**config.mk**
```make
export PLATFORM = sky130hd
export DESIGN_NAME = disp_digit_driver_flat
export DESIGN_NICKNAME = d
export VERILOG_FILES = /design/src/rtl/disp_digit_driver_pkg.sv /design/src/rtl/disp_digit_driver_if.sv /design/src/rtl/disp_digit_driver_bin2bcd_seq.sv /design/src/rtl/disp_digit_driver.sv /design/src/flat_wrapper.sv
export SDC_FILE = /design/constraint.sdc
export NUM_CORES = 1
export LEC_CHECK = 0
export BUFFER_PORTS_ARGS = -buffer_cell sky130_fd_sc_hd__buf_2
export CAP_MARGIN = 20
export CORE_MARGIN = 4
export CORE_UTILIZATION = 45
export CTS_CLUSTER_SIZE = 40
export DETAILED_ROUTE_END_ITERATION = 16
export GPL_TIMING_DRIVEN = 0
export HOLD_SLACK_MARGIN = 0.1
export PLACE_DENSITY = 0.72
export SYNTH_ARGS = -nofsm -noshare
export SYNTH_HDL_FRONTEND = slang
export SYNTH_SLANG_ARGS = --single-unit
```
**constraint.sdc**
```tcl
create_clock -name clk -period 4.4 [get_ports clk]
set_input_delay 0.44 -clock clk [delete_from_list [all_inputs] [get_ports clk]]
set_output_delay 0.44 -clock clk [all_outputs]
set_load 0.005 [all_outputs]
```
**src/rtl/disp_digit_driver_pkg.sv**
```systemverilog
`default_nettype none
// +----------------------------------------------------------------------+
// | disp_pkg : shared types and seven-segment constants for digit driver  |
// | Rev 1.0                                                               |
// +----------------------------------------------------------------------+
package disp_pkg;

  localparam int NUM_DIGITS = 3;

  typedef enum logic [1:0] {
    IDLE   = 2'd0,
    CONV   = 2'd1,
    COMMIT = 2'd2
  } conv_state_e;

  // Active-high patterns, bit order {g,f,e,d,c,b,a}
  localparam logic [6:0] SEG_DIGIT [0:9] = '{
    7'h3F, 7'h06, 7'h5B, 7'h4F, 7'h66,
    7'h6D, 7'h7D, 7'h07, 7'h7F, 7'h6F
  };
  localparam logic [6:0] SEG_DASH  = 7'h40;
  localparam logic [6:0] SEG_BLANK = 7'h00;

  function automatic logic [6:0] seg_encode(input logic [3:0] bcd);
    if (bcd < 4'd10) begin
      seg_encode = SEG_DIGIT[bcd];
    end else begin
      seg_encode = SEG_BLANK;
    end
  endfunction

endpackage
`default_nettype wire

```
**src/rtl/disp_digit_driver_if.sv**
```systemverilog
`default_nettype none
// +----------------------------------------------------------------------+
// | disp_digit_driver_if : value load handshake and scan/segment bus      |
// | Rev 1.0                                                               |
// +----------------------------------------------------------------------+
interface disp_digit_driver_if #(
  parameter int WIDTH = 10
);
  logic [WIDTH-1:0] value_in;
  logic             load;
  logic             ready;
  logic [2:0]       a;
  logic [6:0]       seg;
  logic [2:0]       an;
  logic             ovf;

  modport master (
    output value_in, load, a,
    input  ready, seg, an, ovf
  );

  modport slave (
    input  value_in, load, a,
    output ready, seg, an, ovf
  );
endinterface
`default_nettype wire

```
**src/rtl/disp_digit_driver_bin2bcd_seq.sv**
```systemverilog
`default_nettype none
// +----------------------------------------------------------------------+
// | bin2bcd_seq : sequential double-dabble converter, one bit per cycle   |
// | Rev 1.0                                                               |
// +----------------------------------------------------------------------+
module bin2bcd_seq
  import disp_pkg::*;
#(
  parameter int WIDTH = 10
) (
  input  wire logic                    clk,
  input  wire logic                    rst,
  input  wire logic [WIDTH-1:0]        value_i,
  input  wire logic                    load_i,
  output logic                         ready_o,
  output logic [4*NUM_DIGITS-1:0]      bcd_o,
  output logic                         commit_o,
  output logic                         ovf_o
);

  localparam int         SW        = WIDTH + 4 * NUM_DIGITS;
  localparam logic [4:0] LAST_ITER = 5'(WIDTH - 1);

  localparam logic [1:0] ST_IDLE   = IDLE;
  localparam logic [1:0] ST_CONV   = CONV;
  localparam logic [1:0] ST_COMMIT = COMMIT;

  logic [1:0]       state_q, state_d;
  logic [SW-1:0]    shift_q, shift_d;
  logic [4:0]       cnt_q, cnt_d;
  logic [WIDTH-1:0] value_q, value_d;
  logic             ovf_q, ovf_d;
  logic [SW-1:0]    adjusted;

  always_comb begin
    adjusted = shift_q;
    for (int i = 0; i < NUM_DIGITS; i++) begin
      if (shift_q[WIDTH + 4*i +: 4] >= 4'd5) begin
        adjusted[WIDTH + 4*i +: 4] = shift_q[WIDTH + 4*i +: 4] + 4'd3;
      end
    end
  end

  always_comb begin
    state_d = state_q;
    shift_d = shift_q;
    cnt_d   = cnt_q;
    value_d = value_q;
    ovf_d   = ovf_q;
    case (state_q)
      ST_IDLE: begin
        if (load_i) begin
          shift_d = {{(4*NUM_DIGITS){1'b0}}, value_i};
          value_d = value_i;
          cnt_d   = 5'd0;
          state_d = ST_CONV;
        end
      end
      ST_CONV: begin
        shift_d = {adjusted[SW-2:0], 1'b0};
        cnt_d   = cnt_q + 5'd1;
        if (cnt_q == LAST_ITER) begin
          state_d = ST_COMMIT;
        end
      end
      ST_COMMIT: begin
        // Three BCD digits cannot hold the value, so flag it for dashes
        ovf_d   = (32'(value_q) > 32'd999);
        state_d = ST_IDLE;
      end
      default: state_d = ST_IDLE;
    endcase
  end

  always_ff @(posedge clk) begin
    if (rst) begin
      state_q <= ST_IDLE;
      shift_q <= '0;
      cnt_q   <= 5'd0;
      value_q <= '0;
      ovf_q   <= 1'b0;
    end else begin
      state_q <= state_d;
      shift_q <= shift_d;
      cnt_q   <= cnt_d;
      value_q <= value_d;
      ovf_q   <= ovf_d;
    end
  end

  assign ready_o  = (state_q == ST_IDLE);
  assign commit_o = (state_q == ST_COMMIT);
  assign bcd_o    = shift_q[WIDTH +: 4*NUM_DIGITS];
  assign ovf_o    = ovf_q;

endmodule
`default_nettype wire

```
**src/rtl/disp_digit_driver.sv**
```systemverilog
`default_nettype none
// +----------------------------------------------------------------------+
// | disp_digit_driver : binary to 3-digit seven-segment scan driver       |
// | Optional: DISP_LEAD_ZERO_BLANK_EN blanks leading zero digits           |
// | Rev 1.0                                                               |
// +----------------------------------------------------------------------+
module disp_digit_driver
  import disp_pkg::*;
#(
  parameter int WIDTH          = 10,
  parameter bit SEG_ACTIVE_LOW = 1'b1
) (
  input wire logic         clk,
  input wire logic         rst,
  disp_digit_driver_if.slave bus
);

  localparam logic [6:0] SEG_OFF = SEG_ACTIVE_LOW ? ~SEG_BLANK : SEG_BLANK;

  logic [4*NUM_DIGITS-1:0] bcd;
  logic                    commit;
  logic                    ovf;
  logic [4*NUM_DIGITS-1:0] disp_q;
  logic [6:0]              seg_q, seg_d;
  logic [2:0]              an_q, an_d;
  logic                    sel_valid;
  logic [1:0]              sel_idx;
  logic [3:0]              nibble;
  logic                    lead_blank;
  logic [6:0]              pattern;

  bin2bcd_seq #(
    .WIDTH (WIDTH)
  ) u_conv (
    .clk      (clk),
    .rst      (rst),
    .value_i  (bus.value_in),
    .load_i   (bus.load),
    .ready_o  (bus.ready),
    .bcd_o    (bcd),
    .commit_o (commit),
    .ovf_o    (ovf)
  );

  always_ff @(posedge clk) begin
    if (rst) begin
      disp_q <= '0;
    end else if (commit) begin
      disp_q <= bcd;
    end
  end

  always_comb begin
    sel_valid = 1'b1;
    sel_idx   = 2'd0;
    case (bus.a)
      3'b001:  sel_idx = 2'd0;
      3'b010:  sel_idx = 2'd1;
      3'b100:  sel_idx = 2'd2;
      default: sel_valid = 1'b0;
    endcase
  end

  assign nibble = disp_q[4*sel_idx +: 4];

`ifdef DISP_LEAD_ZERO_BLANK_EN
  assign lead_blank = ((sel_idx == 2'd2) && (disp_q[11:8] == 4'd0)) ||
                      ((sel_idx == 2'd1) && (disp_q[11:4] == 8'd0));
`else
  assign lead_blank = 1'b0;
`endif

  always_comb begin
    if (!sel_valid) begin
      pattern = SEG_BLANK;
    end else if (ovf) begin
      pattern = SEG_DASH;
    end else if (lead_blank) begin
      pattern = SEG_BLANK;
    end else begin
      pattern = seg_encode(nibble);
    end
    // Polarity is applied only here so all internal patterns stay active-high
    seg_d = SEG_ACTIVE_LOW ? ~pattern : pattern;
    an_d  = sel_valid ? bus.a : 3'b000;
  end

  always_ff @(posedge clk) begin
    if (rst) begin
      seg_q <= SEG_OFF;
      an_q  <= 3'b000;
    end else begin
      seg_q <= seg_d;
      an_q  <= an_d;
    end
  end

  assign bus.seg = seg_q;
  assign bus.an  = an_q;
  assign bus.ovf = ovf;

endmodule
`default_nettype wire

```
**src/flat_wrapper.sv**
```systemverilog
// flat-port wrapper written by rule: the top's interface ports become plain ports
module disp_digit_driver_flat import disp_pkg::*;
#(
  parameter int WIDTH          = 10,
  parameter bit SEG_ACTIVE_LOW = 1'b1
)
  (clk, rst, bus_value_in, bus_load, bus_a, bus_ready, bus_seg, bus_an, bus_ovf);
  disp_digit_driver_if #(.WIDTH(WIDTH)) bus_i ();
  input wire logic clk;
  input wire logic rst;
  input wire logic [$bits(bus_i.value_in)-1:0] bus_value_in;
  input wire logic [$bits(bus_i.load)-1:0] bus_load;
  input wire logic [$bits(bus_i.a)-1:0] bus_a;
  output wire logic [$bits(bus_i.ready)-1:0] bus_ready;
  output wire logic [$bits(bus_i.seg)-1:0] bus_seg;
  output wire logic [$bits(bus_i.an)-1:0] bus_an;
  output wire logic [$bits(bus_i.ovf)-1:0] bus_ovf;
  assign bus_i.value_in = bus_value_in;
  assign bus_i.load = bus_load;
  assign bus_i.a = bus_a;
  assign bus_ready = bus_i.ready;
  assign bus_seg = bus_i.seg;
  assign bus_an = bus_i.an;
  assign bus_ovf = bus_i.ovf;
  disp_digit_driver #(.WIDTH(WIDTH), .SEG_ACTIVE_LOW(SEG_ACTIVE_LOW)) u_core (.clk(clk), .rst(rst), .bus(bus_i));
endmodule
```
Word-level counts from Yosys, hierarchy flattened
Memory sizes are Yosys's and may differ from the RTL's.
Index checks and enable logic that the tools add are counted.
Operators by class
  bitwise logic cells: 3
  eq/ne operators: 8
  shifts and indexed selects: 1
  mux-type cells: 17
  div/mod/pow operators: 0
  magnitude comparators: 6
  add/subtract/negate cells: 4
  reductions and logical operators: 7
  $mul: 0
Operators with widths (count)
  case mux 22 bit (2 select lines): 1
  2-to-1 mux 7 bit: 5
  2-to-1 mux 22 bit: 1
  >= comparator 4 x 3 -> 1 bit, second input constant: 3
  indexed part select 12 x 5 -> 4 bit: 1
  greater-than comparator 10 bit, second input constant: 1
  case mux 5 bit (2 select lines): 1
  adder 4 x 2 -> 4 bit, second input constant: 2
  2-to-1 mux 4 bit: 2
  case mux 2 bit (2 select lines): 2
  NOT 7 bit: 1
  AND reduction 2 bit: 3
  adder 5 x 1 -> 5 bit, second input constant: 1
  equality test 5 x 4 -> 1 bit, second input constant: 1
  >= comparator 5 bit, second input constant: 1
  2-to-1 mux 5 bit: 1
  NOT 4 -> 5 bit: 1
  < comparator 4 bit, second input constant: 1
  2-to-1 mux 2 bit: 2
  != test 2 bit, second input constant: 2
  adder 3 x 2 -> 3 bit, second input constant: 1
  equality test 3 x 1 -> 1 bit, second input constant: 1
  equality test 3 x 2 -> 1 bit, second input constant: 1
  equality test 3 bit, second input constant: 1
  other kinds (9): 9
Word-level totals
  bits in registers: 62
  output and inout bits: 12
  input bits: 16
  RAM bits: 0
  memories: 1
  ROM bits: 112
  bits in latches: 0
  word-level logic and storage cells: 55
Memories
  (no name shown): depth 16, bits a word 7, rd ports 1, clocked after Yosys merged registers in 0, wr ports 0, RTL line disp_digit_driver_pkg.sv:26  | seg_encode = SEG_DIGIT[bcd];

Longest topological paths before layout
Gate-level depths: netlist of run 1.
  word-level depth: 11
  depth in mapped cells: 9

By module
Synthesis of run 1 repeated with hierarchy kept, for this count alone.
Unflattened totals
  cells, all modules: 334
  area total of the unflattened synthesis: 2970.3 µm²
Modules (own cells, without submodules)
  bin2bcd_seq: area an instance 1908.1 µm², instances 1, seq. area each 740.7 µm², cells each 229
  disp_digit_driver: area an instance 1062.3 µm², instances 1, seq. area each 440.4 µm², cells each 105

Least setup slack after synthesis of run 1
OpenSTA, ideal clock, no wires.
  path type: input to register
  start point: in bus_a[2]
  end point: reg u_core.seg_q[6], in the netlist u_core.bus.seg[6]
  required time: 4.274 ns
  library setup time: 0.126 ns
  arrival time: 2.035 ns
  stages on the path: 7
  slack: 2.239 ns
  cells stage by stage: or3b_1 o221ai_1 inv_1 ha_1 a31o_2 a31oi_1 o31ai_1
On the way
  longest elaborated chain between the ends: 11
RTL lines
  start: declaration: RTL line flat_wrapper.sv:13  | input wire logic [$bits(bus_i.a)-1:0] bus_a;
  equality test 3 bit or equality test 3 x 2 -> 1 bit (tied branches): RTL line disp_digit_driver.sv:56  | case (bus.a)
  case mux 2 bit (2 select lines): RTL line disp_digit_driver.sv:56
  indexed part select 12 x 5 -> 4 bit: RTL line disp_digit_driver.sv:64  | assign nibble = disp_q[4*sel_idx +: 4];
  NOT 4 -> 5 bit (not written as such): RTL line disp_digit_driver_pkg.sv:26
  memory (16 x 7 bit)
  2-to-1 mux 7 bit (not written as such) (2 in series): RTL line disp_digit_driver_pkg.sv:26
  2-to-1 mux 7 bit: RTL line disp_digit_driver_pkg.sv:25  | if (bcd < 4'd10) begin
  2-to-1 mux 7 bit: RTL line disp_digit_driver.sv:76  | end else if (ovf) begin
  2-to-1 mux 7 bit *: RTL line disp_digit_driver.sv:74  | if (!sel_valid) begin
  NOT 7 bit *: RTL line disp_digit_driver.sv:84  | seg_d = SEG_ACTIVE_LOW ? ~pattern : pattern;
  end signal: assignment: RTL line disp_digit_driver.sv:93  | seg_q <= seg_d;
  end: declaration: RTL line disp_digit_driver.sv:24  | logic [6:0] seg_q, seg_d;
Mark *: on every way between the ends. The rest lies on a longest branch, timed or not. The select of a mux whose other input is x is not followed.
A chain may end at the register's enable or synchronous reset.

Worst setup path in the final report of run 1
  start point: in bus_a[1]
  end point: reg u_core.seg_q[6], in the netlist u_core.bus.seg[6]
The elaborated chain is that of the path after synthesis.

==> results of run 1 <==
-- through the flow --
step	hold WS, ns	utilization	area [sq um]	std cells
floorplan	0.4316	-	2679	334
global placement	0.4417	0.5147	2904	433
detailed placement	0.4463	0.5147	2904	433
CTS	0.3243	0.5525	3117	449
global route	0.3593	0.5525	3117	449
finish	0.3394	0.5525	3117	449
-- report_power, final --
group	internal, mW	leakage, nW	total [mW]	switching, mW
clock network	0.306	0.108	0.513	0.207
logic	0.0428	0.586	0.112	0.0695
registers	0.553	0.480	0.561	0.00830
-- state kept, by name, summed over array words and instances, names as in the netlist --
| register | flops |
|---|---|
| u_core.u_conv.state_q | 2 |
| u_core.u_conv.value_q | 7 |
| u_core.u_conv.ovf_o | 1 |
| u_core.u_conv.cnt_q | 5 |
| u_core.u_conv.shift_q | 22 |
| u_core.disp_q | 12 |
| u_core.bus.seg | 7 |
| u_core.bus.an | 3 |
-- worst max-delay path, stage by stage --
cell and delay [ns]:
buf_2 0.13, or3b_1 0.41, o221ai_1 0.46, inv_1 0.18
ha_1 0.25, a31o_2 0.21, a31oi_1 0.15, o31ai_1 0.08
-- kinds of logic (layout without fill, tap and decap cells) --
family,after synthesis,after routing
AOI/OAI and AO/OA,81,81
adders and majority gates,13,13
DFF,59,59
muxes,4,4
and+or+nand+nor,134,134
buffers and inverters,36,79
xor gates and xnor gates,7,7
-- metal layers --
| metal | part of all wire | vias up |
|---|---|---|
| met5 | 0 | - |
| met4 | 0.017 | 0 |
| met2 | 0.47 | 41 |
| met3 | 0.055 | 11 |
| li1 | - | 1216 |
| met1 | 0.46 | 1050 |
-- area by class of cell --
class,count,share of cell area
Multi-Input combinational cell,239,0.4336
Sequential cell,59,0.3790
Clock buffer,12,0.05299
Timing Repair Buffer,27,0.04336
Buffer,22,0.03011
Tap cell,72,0.02890
Inverter,14,0.01686
Clock inverter,4,0.01525
-- layout by cell type, fill, tap and decap left out, drive strengths merged --
master	n
a211o	1
a21oi	39
a31o	1
a31oi	13
and2	3
and3	1
buf	32
bufinv	1
clkbuf	29
clkinv	2
clkinvlp	1
dfxtp	59
ha	13
inv	14
mux2i	4
nand2	68
nand2b	7
nand3	12
nand4	4
nand4bb	1
nor2	14
nor2b	6
nor3	11
nor4b	3
o211ai	5
o21a	1
o21ai	14
o21ba	1
o221ai	1
o22ai	2
o311ai	1
o31ai	2
or2	3
or3b	1
xnor2	4
xor2	3
-- synthesized netlist by cell type, types with 2 or more instances --
master    number  area share
o22ai_1        2      0.0047
clkbuf_1      17       0.024
or2_2          2      0.0047
nor2_1        14       0.020
nor3_1        11       0.021
o31ai_1        2      0.0056
xor2_1         3      0.0098
nand4_1        4      0.0093
nor2b_1        6       0.014
o21ai_0       13       0.024
a31oi_1       13       0.030
mux2i_1        4       0.015
buf_2          3      0.0056
inv_1         14       0.020
a21oi_1       39       0.073
nand2_1       68       0.095
o211ai_1       5       0.014
nand2b_1       7       0.016
and2_1         3      0.0070
nand3_1       12       0.022
dfxtp_1       59        0.44
xnor2_1        4       0.013
ha_1          13       0.061
nor4b_1        3      0.0098
-- worst min path at each step --
stage / start / endpoint / slack (ns) / depth (start not counted)
after CTS: bus_value_in[0] / u_core.u_conv.shift_q[0] / 0.32 / 3
after global routing: bus_value_in[0] / u_core.u_conv.shift_q[0] / 0.36 / 3
final: bus_value_in[0] / u_core.u_conv.shift_q[0] / 0.34 / 3
after floorplan: u_core.disp_q[7] / u_core.disp_q[7] / 0.43 / 2
after detailed placement: u_core.u_conv.value_q[3] / u_core.u_conv.value_q[3] / 0.45 / 2
after global placement: u_core.u_conv.value_q[3] / u_core.u_conv.value_q[3] / 0.44 / 2
==> results.txt, run 1 <==
Initial antenna violation count: 0
Ant. Diodes: 0
Initial DRC Count: 145
Sink Count: 59
HP Class: input port to flip-flop
H-tree levels: 3
Critical Path Start: bus_a[1]
Final Hold Fails: 0
Final setup violation count: 0
Yosys Warn Count: 0
Main synth FF type: dfxtp_1
Max IR drop VDD: 0.2385 mV
CP required: 4.62 ns
Worst Setup Start Kind: input port
CTS tree: built
Vias per inst: 5.163
Met1 Usage GRT: 0.1882
Nets: 401
Rel. slew slack: 0.6508
FF+latch area: 1181 sq um
Multi-input gate area: 1351 sq um
First-pass GRT wire length: 9397 um
Ys async rst share: 0
Top Usage Layer GRT: met2
Synth unique cells: 37
Pwr/cell area: 380.7 nW/um^2
DR DRC count: 0
Fin Clk Skew: 0.008964 ns
Post-synth EDFFs: 0
R2R cell count: 8
Worst-path clk slew: 0.06 ns
Max Root-Sink Buffers: 2
Setup crit end: u_core.bus.seg[6]
DIE AREA: 7251 sq um
Clk root buf: clkbuf_8
Number of synthesized register bits: 59
Max Fclk: 0.4744 GHz
Xor/xnor share of the synthesized area: 0.02289
Crit Path Max Fanout: 6
Die H: 85.16 um
Detailed Place HPWL: 3966 um
Crit end category: flip-flop
Avg Inst Size Synth: 8.020 sq um
Max Cap Viol: 0
Setup TNS: 0 ns
Port Buffers: 27
Fillers: 538
Worst setup margin: 2.292 ns
Tot Pwr: 1.186 mW
Met2 usage: 0.2698
Post-synthesis compound-gate area fraction: 0.1747
Mux share of post-synthesis cell area: 0.01495
Row cnt: 27
Post-Syn Nets: 363
RePlAce Congestion: 0.7793
Slew @ Worst Pin: 0.5237 ns
Post-Synth Adder-Cell Area: 0.06072
Post-route ant nets: 0
Grt total ovfl: 0
RR Endpoint: u_core.bus.seg[6]
Setup WS pre-CTS: 1.917 ns
Setup Fix Bufs, Post-CTS: 0
Reg-to-Reg Start: u_core.disp_q[9]
DR pass1 iterations: 4
Min cycle time layout: 2.108 ns
GRT Total Usage: 0.1624
Crit path arrival time: 2.33 ns
Vias after detailed routing: 2,318
Seq/Total Area, Yosys: 0.4409
Hold Buf Count CTS: 0
Post-Syn Instances: 334
# resized after CTS: 0
Vias in the first global route: 2,170
Unrepaired setup endpoints after global routing: false
Top Ports: 28
Clk_lat worst skew: 0.34 ns
CTS buffer count: 9
WS Path Type: input port to flip-flop
Status: finished clean
Share of cells above drive strength 1: 0.1379
Core Box Area: 5642 sq um
Die W: 85.16 um
Grt met3 use: 0.06117
Slew Viols, Final: 0
Simple-Gate Fraction of Synth Area: 0.2312
Static Leakage: 1.175 nW
Area Overhead vs Synth: 16.35%
Main combinational cell family by area after synthesis: simple AND/OR/NAND/NOR gates
Synthesized area: 2679 sq um
Post-Route WL: 5465 um
Largest net degree at the start of global routing: 11
Wire per inst: 12.17 um
Initial core utilization: 0.4748
Period utilization: 0.4791
FF-to-FF setup slack: 2.60 ns
Note: power is estimated with default switching activity, not from simulation.
==> run 2, diff against run 1 <==
--- a/config.mk
+++ b/config.mk
@@ -13,7 +13,7 @@
 export DETAILED_ROUTE_END_ITERATION = 16
 export GPL_TIMING_DRIVEN = 0
 export HOLD_SLACK_MARGIN = 0.1
-export PLACE_DENSITY = 0.72
+export PLACE_DENSITY = 0.74
 export SYNTH_ARGS = -nofsm -noshare
 export SYNTH_HDL_FRONTEND = slang
 export SYNTH_SLANG_ARGS = --single-unit
==> constraint.sdc (replaced) <==
create_clock -name clk -period 1.7 [get_ports clk]
set_input_delay 0.17 -clock clk [delete_from_list [all_inputs] [get_ports clk]]
set_output_delay 0.17 -clock clk [all_outputs]
set_load 0.005 [all_outputs]
==> run 2 against run 1 <==
Net effect: clock skew about the same; worst setup slack got worse by 2.2 ns; routed wire length increased by 6.8%; register-to-register slack got worse by 2.5 ns; combinational power increased to 2.8 times the previous value; critical path type is now flip-flop to flip-flop; critical endpoint unchanged; highest routed layer unchanged.
==> results.txt, run 2 (synthesis results as in run 1) <==
Area Overhead vs Synth: 19.94%
Max Cap Viol: 0 (unchanged)
RePlAce Congestion: 0.7900 (+1.4%)
Min cycle time layout: 1.639 ns
Commonest non-fill, non-tap cell in the layout: nand2_1
Post-Route WL: 5834 um (+6.8%)
Core Box Area: 5642 sq um (unchanged)
Row cnt: 27 (unchanged)
Fin util: 0.5695 (+0.01708)
Multi-input gate area: 1386 sq um (+2.6%)
Seq pwr share: 0.469 (-0.004)
Worst Setup Start Kind: flip-flop
Worst-path clk slew: 0.07 ns (about the same)
Fin Clk Skew: 0.009259 ns (+0.0002947 ns)
Die W: 85.16 um (unchanged)
FF+latch area: 1181 sq um (unchanged)
DR pass1 iterations: 5 (+1)
Grt total ovfl: 0 (unchanged)
Fillers: 518 (-3.7%)
Max IR drop VDD: 0.4920 mV (+110%)
WS Path Type: flip-flop to flip-flop
Unrepaired setup endpoints after global routing: true
Slew Viols, Final: 0 (unchanged)
GRT Total Usage: 0.1730 (+0.01065)
Max Root-Sink Buffers: 2 (unchanged)
DR DRC count: 0 (unchanged)
CP required: 1.91 ns (-2.71 ns)
Final setup violation count: 0 (unchanged)
Setup Fix Bufs, Post-CTS: 0 (unchanged)
Pwr/cell area: 965.2 nW/um^2 (+150%)
Sw frac: 0.2427 (+0.002360)
Period utilization: 0.9639
Vias per inst: 5.278 (+2.2%)
Initial antenna violation count: 0 (unchanged)
Die H: 85.16 um (unchanged)
Sink Count: 59 (unchanged)
Crit Path Max Fanout: 5 (-1)
First-pass GRT wire length: 10,040 um (+6.8%)
Wire per inst: 12.85 um (+5.6%)
Slew @ Worst Pin: 0.5145 ns (-0.009189 ns)
H-tree levels: 3 (unchanged)
Max Fclk: 0.6103 GHz
Most frequent cells in the layout: 68 x nand2_1, 59 x dfxtp_1, 37 x a21oi_1
Max reg flops: 22 (unchanged)
Psw: 0.7527 mW (+160%)
Top Ports: 28 (unchanged)
Crit path arrival time: 1.85 ns (-0.48 ns)
Nets: 406 (+1.2%)
Comb pwr share: 0.102 (+0.007)
Initial DRC Count: 75 (-48%)
Power share of the clock group: 0.429 (-0.003)
Static Leakage: 1.214 nW (+3.3%)
Crit end category: flip-flop
DIE AREA: 7251 sq um (unchanged)
Post-route ant nets: 0 (unchanged)
Tot Pwr: 3.101 mW (+160%)
Largest register by flop count: u_core.u_conv.shift_q
Ant. Diodes: 0 (unchanged)
Status: finished clean
CTS tree: built
Detailed Place HPWL: 4169 um (+5.1%)
Rel. slew slack: 0.6570 (+0.006126)
CTS buffer count: 9 (unchanged)
Port Buffers: 27 (unchanged)
Share of cells above drive strength 1: 0.1649 (+0.02699)
Vias in the first global route: 2,302 (+6.1%)
Clk root buf: clkbuf_8
Final Hold Fails: 0 (unchanged)
Pint: 2.349 mW (+160%)
Vias after detailed routing: 2,396 (+3.4%)
HP Class: input port to flip-flop
Biggest regs: u_core.u_conv.shift_q: 22 flops, u_core.disp_q: 12 flops
Initial core utilization: 0.4748 (unchanged)
Largest net degree at the start of global routing: 11 (unchanged)
Clk_lat worst skew: 0.34 ns (about the same)
==> run 2: cell types whose count changed in the layout (fill, tap and decap cells not counted), moves of 2 or more <==
cell	change
a21oi_2	+2
clkbuf_1	-5
clkbuf_2	+4
inv_2	+2
inv_1	-2
a21oi_1	-2
dlygate4sd3_1	+6
==> run 2: power groups by stage <==
| stage | Combinational (mW) | Sequential [mW] | Clock [mW] |
|---|---|---|---|
| after floorplan | 0.205 | 1.48 | 0 |
| after global routing | 0.360 | 1.46 | 1.43 |
| after global placement | 0.294 | 1.48 | 0 |
| final | 0.318 | 1.45 | 1.33 |
| after CTS | 0.314 | 1.45 | 1.36 |
| after detailed placement | 0.301 | 1.48 | 0 |
==> run 2: what timing repair did <==
item                       in CTS  in global routing
pin swaps                       0                  1
setup endpoints to repair      11                 24
hold endpoints to repair        7                  0
resized for setup               3                 12
hold buffers                    6                  0
==> run 2: stage by stage <==
step / instance area [sq um] / TNS, ns / setup slack, ns / instances / hold slack, ns
final: 3213 / 0 / 0.06142 / 454 / 0.1212
after detailed placement: 2924 / -2.343 / -0.3477 / 433 / 0.4213
after global placement: 2924 / -2.334 / -0.3015 / 433 / 0.4147
after CTS: 3199 / 0 / 0.007635 / 455 / 0.1018
after floorplan: 2699 / 0 / 0.01210 / 334 / 0.3060
after global routing: 3213 / -0.1156 / -0.07563 / 454 / 0.1113
==> run 2: layer usage <==
metal  GRT usage  wire (um)
met5           0          0
met4     0.07194         74
met3     0.05437        298
met2      0.3065       2841
met1      0.1899       2620
==> run 2: worst paths after layout <==
kind         slack (ns)  depth (start not counted)                startpoint                       end
max                0.06                          8          u_core.disp_q[9]         u_core.bus.seg[6]
min                0.12                          3           bus_value_in[3]  u_core.u_conv.value_q[3]
max reg2reg        0.06                          8          u_core.disp_q[9]         u_core.bus.seg[6]
min reg2reg        0.46                          2  u_core.u_conv.value_q[4]  u_core.u_conv.value_q[4]
==> run 2: cell type report <==
class / count / share of cell area
Clock inverter: 4 / 0.01480
Multi-Input combinational cell: 239 / 0.4315
Buffer: 21 / 0.02960
Tap cell: 72 / 0.02804
Clock buffer: 12 / 0.05140
Sequential cell: 59 / 0.3676
Timing Repair Buffer: 33 / 0.06075
Inverter: 14 / 0.01636
==> run 2: critical path, stage by stage (launching register included) <==
cell and delay (ns):
dfxtp_1 0.31, nor3_1 0.19, o21ai_1 0.12, o221ai_4 0.13, inv_2 0.09, ha_1 0.22
a31o_2 0.21, a31oi_1 0.15, o31ai_1 0.09
